[config.mk]
export PLATFORM = sky130hd
export DESIGN_NAME = hw_index_decoder
export DESIGN_NICKNAME = d
export VERILOG_FILES = /design/src/rtl/hw_index_decoder.sv
export SDC_FILE = /design/constraint.sdc
export NUM_CORES = 2
export LEC_CHECK = 0
export CORE_AREA = 5 5 409 411
export DETAILED_ROUTE_END_ITERATION = 16
export DIE_AREA = 0 0 414 416
export MAX_ROUTING_LAYER = met4
export PLACE_DENSITY = 0.41
export SLEW_MARGIN = 20
export SYNTH_ARGS = -nofsm -noshare
export SYNTH_HDL_FRONTEND = slang
export SYNTH_SLANG_ARGS = --single-unit
export TNS_END_PERCENT = 1
[constraint.sdc]
create_clock -name clk -period 2.2 [get_ports clk]
set_clock_uncertainty 0.2 [all_clocks]
set_input_delay 0.44 -clock clk [delete_from_list [all_inputs] [get_ports clk]]
set_output_delay 0.44 -clock clk [all_outputs]
set_load 0.02 [all_outputs]
[src/rtl/hw_index_decoder.sv]
`default_nettype none
// ============================================================================
// Module      : hw_index_decoder
// Description : Rebuilds a VEC_W-bit vector from a count header beat followed
//               by ascending set-bit index beats, with order/truncation flags.
// Revision    : 1.0 - initial release
// ============================================================================
module hw_index_decoder #(
    parameter int VEC_W   = 1024,
    parameter int IDX_W   = 10,
    parameter int MAX_LOC = 32
) (
    input  logic             clk,
    input  logic             rst_n,
    input  logic             in_valid,
    output logic             in_ready,
    input  logic             in_sof,
    input  logic [IDX_W-1:0] in_data,
    output logic             out_valid,
    input  logic             out_ready,
    output logic [VEC_W-1:0] out_vec,
    output logic [IDX_W-1:0] out_cnt,
    output logic [1:0]       out_err
);

    localparam int               c_REM_W   = $clog2(MAX_LOC + 1);
    localparam logic [c_REM_W-1:0] c_MAX_REM = c_REM_W'(MAX_LOC);
    localparam logic [IDX_W-1:0] c_MAX_IDX = IDX_W'(MAX_LOC);
    localparam logic [c_REM_W-1:0] c_REM_ONE = c_REM_W'(1);

    localparam logic [1:0] S_IDLE    = 2'd0;
    localparam logic [1:0] S_COLLECT = 2'd1;
    localparam logic [1:0] S_EMIT    = 2'd2;

    logic [1:0]         r_state;
    logic [1:0]         w_state_nxt;
    logic               r_in_ready;
    logic               r_out_valid;
    logic               w_out_valid_nxt;
    logic [VEC_W-1:0]   r_vec;
    logic [IDX_W-1:0]   r_cnt;
    logic [1:0]         r_err;
    logic [c_REM_W-1:0] r_rem;
    logic [IDX_W-1:0]   r_prev;
    logic               r_first;

    logic               w_accept;
    logic               w_hdr;
    logic               w_idx;
    logic               w_trunc;
    logic [c_REM_W-1:0] w_hdr_rem;

    // in_ready is registered so it stays low through reset and the EMIT state
    assign w_accept  = in_valid & r_in_ready;
    assign w_hdr     = w_accept & in_sof & (r_state != S_EMIT);
    assign w_idx     = w_accept & ~in_sof & (r_state == S_COLLECT);
    assign w_trunc   = (in_data > c_MAX_IDX);
    assign w_hdr_rem = w_trunc ? c_MAX_REM : c_REM_W'(in_data);

    always_comb begin
        w_state_nxt     = r_state;
        w_out_valid_nxt = 1'b0;
        case (r_state)
            S_IDLE: begin
                if (w_hdr) begin
                    w_state_nxt = (w_hdr_rem == '0) ? S_EMIT : S_COLLECT;
                end
            end
            S_COLLECT: begin
                if (w_hdr) begin
                    w_state_nxt = (w_hdr_rem == '0) ? S_EMIT : S_COLLECT;
                end else if (w_idx && (r_rem == c_REM_ONE)) begin
                    w_state_nxt = S_EMIT;
                end
            end
            S_EMIT: begin
                if (r_out_valid && out_ready) begin
                    w_state_nxt = S_IDLE;
                end else begin
                    w_out_valid_nxt = 1'b1;
                end
            end
            default: w_state_nxt = S_IDLE;
        endcase
    end

    always_ff @(posedge clk or negedge rst_n) begin
        if (!rst_n) begin
            r_state     <= S_IDLE;
            r_in_ready  <= 1'b0;
            r_out_valid <= 1'b0;
        end else begin
            r_state     <= w_state_nxt;
            r_in_ready  <= (w_state_nxt != S_EMIT);
            r_out_valid <= w_out_valid_nxt;
        end
    end

    always_ff @(posedge clk or negedge rst_n) begin
        if (!rst_n) begin
            r_vec   <= '0;
            r_cnt   <= '0;
            r_err   <= '0;
            r_rem   <= '0;
            r_prev  <= '0;
            r_first <= 1'b0;
        end else if (w_hdr) begin
            r_vec   <= '0;
            r_cnt   <= in_data;
            r_err   <= {w_trunc, 1'b0};
            r_rem   <= w_hdr_rem;
            r_first <= 1'b1;
        end else if (w_idx) begin
            // Out-of-order or duplicate indices still set their bit
            r_vec[in_data] <= 1'b1;
            r_rem          <= r_rem - c_REM_ONE;
            r_prev         <= in_data;
            r_first        <= 1'b0;
            if (!r_first && (in_data <= r_prev)) begin
                r_err[0] <= 1'b1;
            end
        end
    end

    assign in_ready  = r_in_ready;
    assign out_valid = r_out_valid;
    assign out_vec   = r_vec;
    assign out_cnt   = r_cnt;
    assign out_err   = r_err;

endmodule
`default_nettype wire
==> impl_results.md <==
* Status: completed
* Slew margin rel. at 0.658
* Fillers at 17000
* Worst slew pin tran at 514 ps
* Crit-path cells: clkdlybuf4s15_2
* Worst hold path type: in -> async
* Number of global-route vias before repair at 32900
* Initial antenna violation count at 19
* TNS Setup at 0 ps
* Post-Syn Instances at 3689
* Mapped Nets at 3716
* Share of post-route cells with drive strength above 1 at 0.168
* Clock Sinks at 1057
* Cell Pwr Density at 810 mW/mm^2
* Multi-input logic area at 0.0105 sq mm
* Worst-Skew Late Latency at 750 ps
* Clk buf depth at 3
* Buffers and inverters on the worst path at 1
* IO Port Bufs at 1052
* EDFF count, synth at 0
* DRT Pass-1 Iters at 5
* Unrepaired setup endpoints after global routing: yes
* Non-filler cells, final at 7133
* Vias post-DR at 32100
* Die height at 416 um
* CP endpoint kind: output port
* Worst Path Class, Setup: reg -> out
* Endpoints failing hold at 0
* Clk slew on worst S/H paths at 60 ps
* WL/cell at 26.7 um
* Reg2reg path depth at 9
* Syn_area_per_cell at 10.4 sq um
* Largest net degree at the start of global routing at 75
* Max stage delay on crit path at 450 ps
* Sequential cell area fraction in the yosys report at 0.693
* CP top delay family: flip-flops
* Peak Freq at 0.458 GHz
* Root Driver: clkbuf_16
* Initial Util at 0.233
* Worst-path maximum fanout at 2
* Leak at 0.0280 uW
* Synth area leader: dfrtp_1
* R2R setup slack at 110 ps
* DRC viols at 0
* Cell area after layout at 0.0568 sq mm
* Area grow syn2layout at 48.7%
* Routability cong. at 0.801
* Synth top area share at 0.693
* Maxcap violations at 0
* Drt via density at 4.50
* Required time worst endpoint at 1560 ps
* Synth area leaders: dfrtp_1 69%, o21ai_0 13%, nand2_1 11%
* Grt ovf at 0
* CTS buffer count at 132
* Synth warn at 0
* Initial drt markers at 2295
* DP Worst Slack at -560 ps
* Final WS setup at 15.7 ps
* Post-synthesis async set-or-reset flop share at 1.00
* FP Rows at 149
* Total track usage at 0.222
* Final min period at 2180 ps
* Placeable Area at 0.164 sq mm
* Clock H-tree levels at 4
* Maximum VDD drop at 0.000720 V
* Global-route wire length before repair at 269000 um
* Final Cycle Share at 0.993
* CP max-delay cell: dfrtp_2
* Die X at 414 um
* Seq. cell area at 0.0265 sq mm
* Post-CTS Setup Inserts at 0
* Cell count after placement at 6882
* Final ANT Viol Nets at 0
* Final nets at 4856
* Worst Setup Start Kind: register
* Routed WL at 191000 um
* RR Endpoint: out_vec[730]$_DFFE_PN0P_
* CP arrival at 1540 ps
* CTS tree: built
* Final HPWL DP at 133000 um
* # IOs at 1053
* Worst hold slack at 65.3 ps
* Setup violators final at 0
* Synth Cell Area at 0.0382 sq mm
* Most common cell in the netlist: nand2_1
* Top cells by count, synth: 1108 x nand2_1, 1057 x dfrtp_1, 1010 x o21ai_0
* Distinct cells, synth at 42
* Placed inst area at 0.0541 sq mm
* Die area at 0.172 sq mm
* Slew Limit Fails at 0
* Post-synth top flop: dfrtp_1
* Register bit total from synthesis at 1057
* Worst r2r src: r_state[1]$_DFF_PN0_
sequential cells by signal, indices dropped and copies added (netlist names):
name	count
in_ready	1
out_vec	1024
r_state	2
out_valid	1
r_rem	6
r_prev	10
r_first	1
out_err	2
out_cnt	10
cell usage in the layout, fill, tap and decap left out, types with 26 or more instances in the layout:
master	instances
nand2_1	1073
dfrtp_1	1053
o21ai_0	979
dlygate4sd2_1	436
clkdlybuf4s15_1	313
clkbuf_2	243
buf_4	145
clkbuf_16	133
buf_12	133
nor2_1	46
clkdlybuf4s15_2	35
clkbuf_8	34
nand2_2	33
o21ai_1	31
clkbuf_1	31
a22o_1	26
logic make-up (layout without fill, tap and decap cells):
| family | count (synthesis) | after routing | share of synthesized area |
|---|---|---|---|
| other | 0 | 14 | 0 |
| adder cells (fa/ha/maj) | 12 | 12 | 0.00393 |
| AND/OR/NAND/NOR | 1216 | 1216 | 0.125 |
| XOR/XNOR | 4 | 4 | 0.000917 |
| flip-flops | 1057 | 1057 | 0.693 |
| buffers and inverters | 340 | 1581 | 0.0347 |
| multiplexers | 1 | 1 | 0.000262 |
| AO/OA/AOI/OAI | 1059 | 1059 | 0.142 |
repair_timing:
action	in CTS	in global routing
gates resized for setup	1185	798
endpoints found under the hold margin	889	0
hold buffers	2	0
setup endpoints to repair	1038	698
pin swaps	0	0
report_power, final:
part | internal, uW | leakage, uW | switching, uW
clock network | 13000 | 0.00216 | 9050
registers | 19800 | 0.0147 | 174
logic | 1160 | 0.0111 | 2880
how the worst max path moves through the flow:
stage	end	slack, ps	start	cells after the start
after global routing	out_vec[824]	-60	out_vec[824]$_DFFE_PN0P_	1
after CTS	out_vec[892]	-220	out_vec[892]$_DFFE_PN0P_	1
final	out_vec[564]	20	out_vec[564]$_DFFE_PN0P_	1
after global placement	out_vec[576]$_DFFE_PN0P_	-560	in_data[2]	5
after floorplan	out_vec[576]$_DFFE_PN0P_	140	in_data[4]	6
after detailed placement	out_vec[767]$_DFFE_PN0P_	-560	in_valid	9
metal layers:
layer	part of all wire	global-route usage	up-vias
met5	0	-	-
met4	0.039	0.0777	0
met3	0.076	0.0711	267
met2	0.48	0.357	1032
met1	0.40	0.264	16400
li1	-	-	14400
layout make-up:
type,instances,share of cell area
diodes,14,0.000617
clock buffers,198,0.0689
clock inverters,37,0.00881
inverters,13,0.000859
multi-input cells,2292,0.186
flip-flops and latches,1057,0.466
well taps,2189,0.0482
repair buffers,1333,0.221
per-stage QoR:
| stage | util | total power, uW |
|---|---|---|
| after global placement | 0.330 | 24500 |
| after global routing | 0.347 | 47800 |
| after floorplan | - | 22100 |
| after CTS | 0.350 | 46700 |
| after detailed placement | 0.330 | 24500 |
| final | 0.347 | 46000 |
No activity file was read; power rests on OpenSTA's default activity.
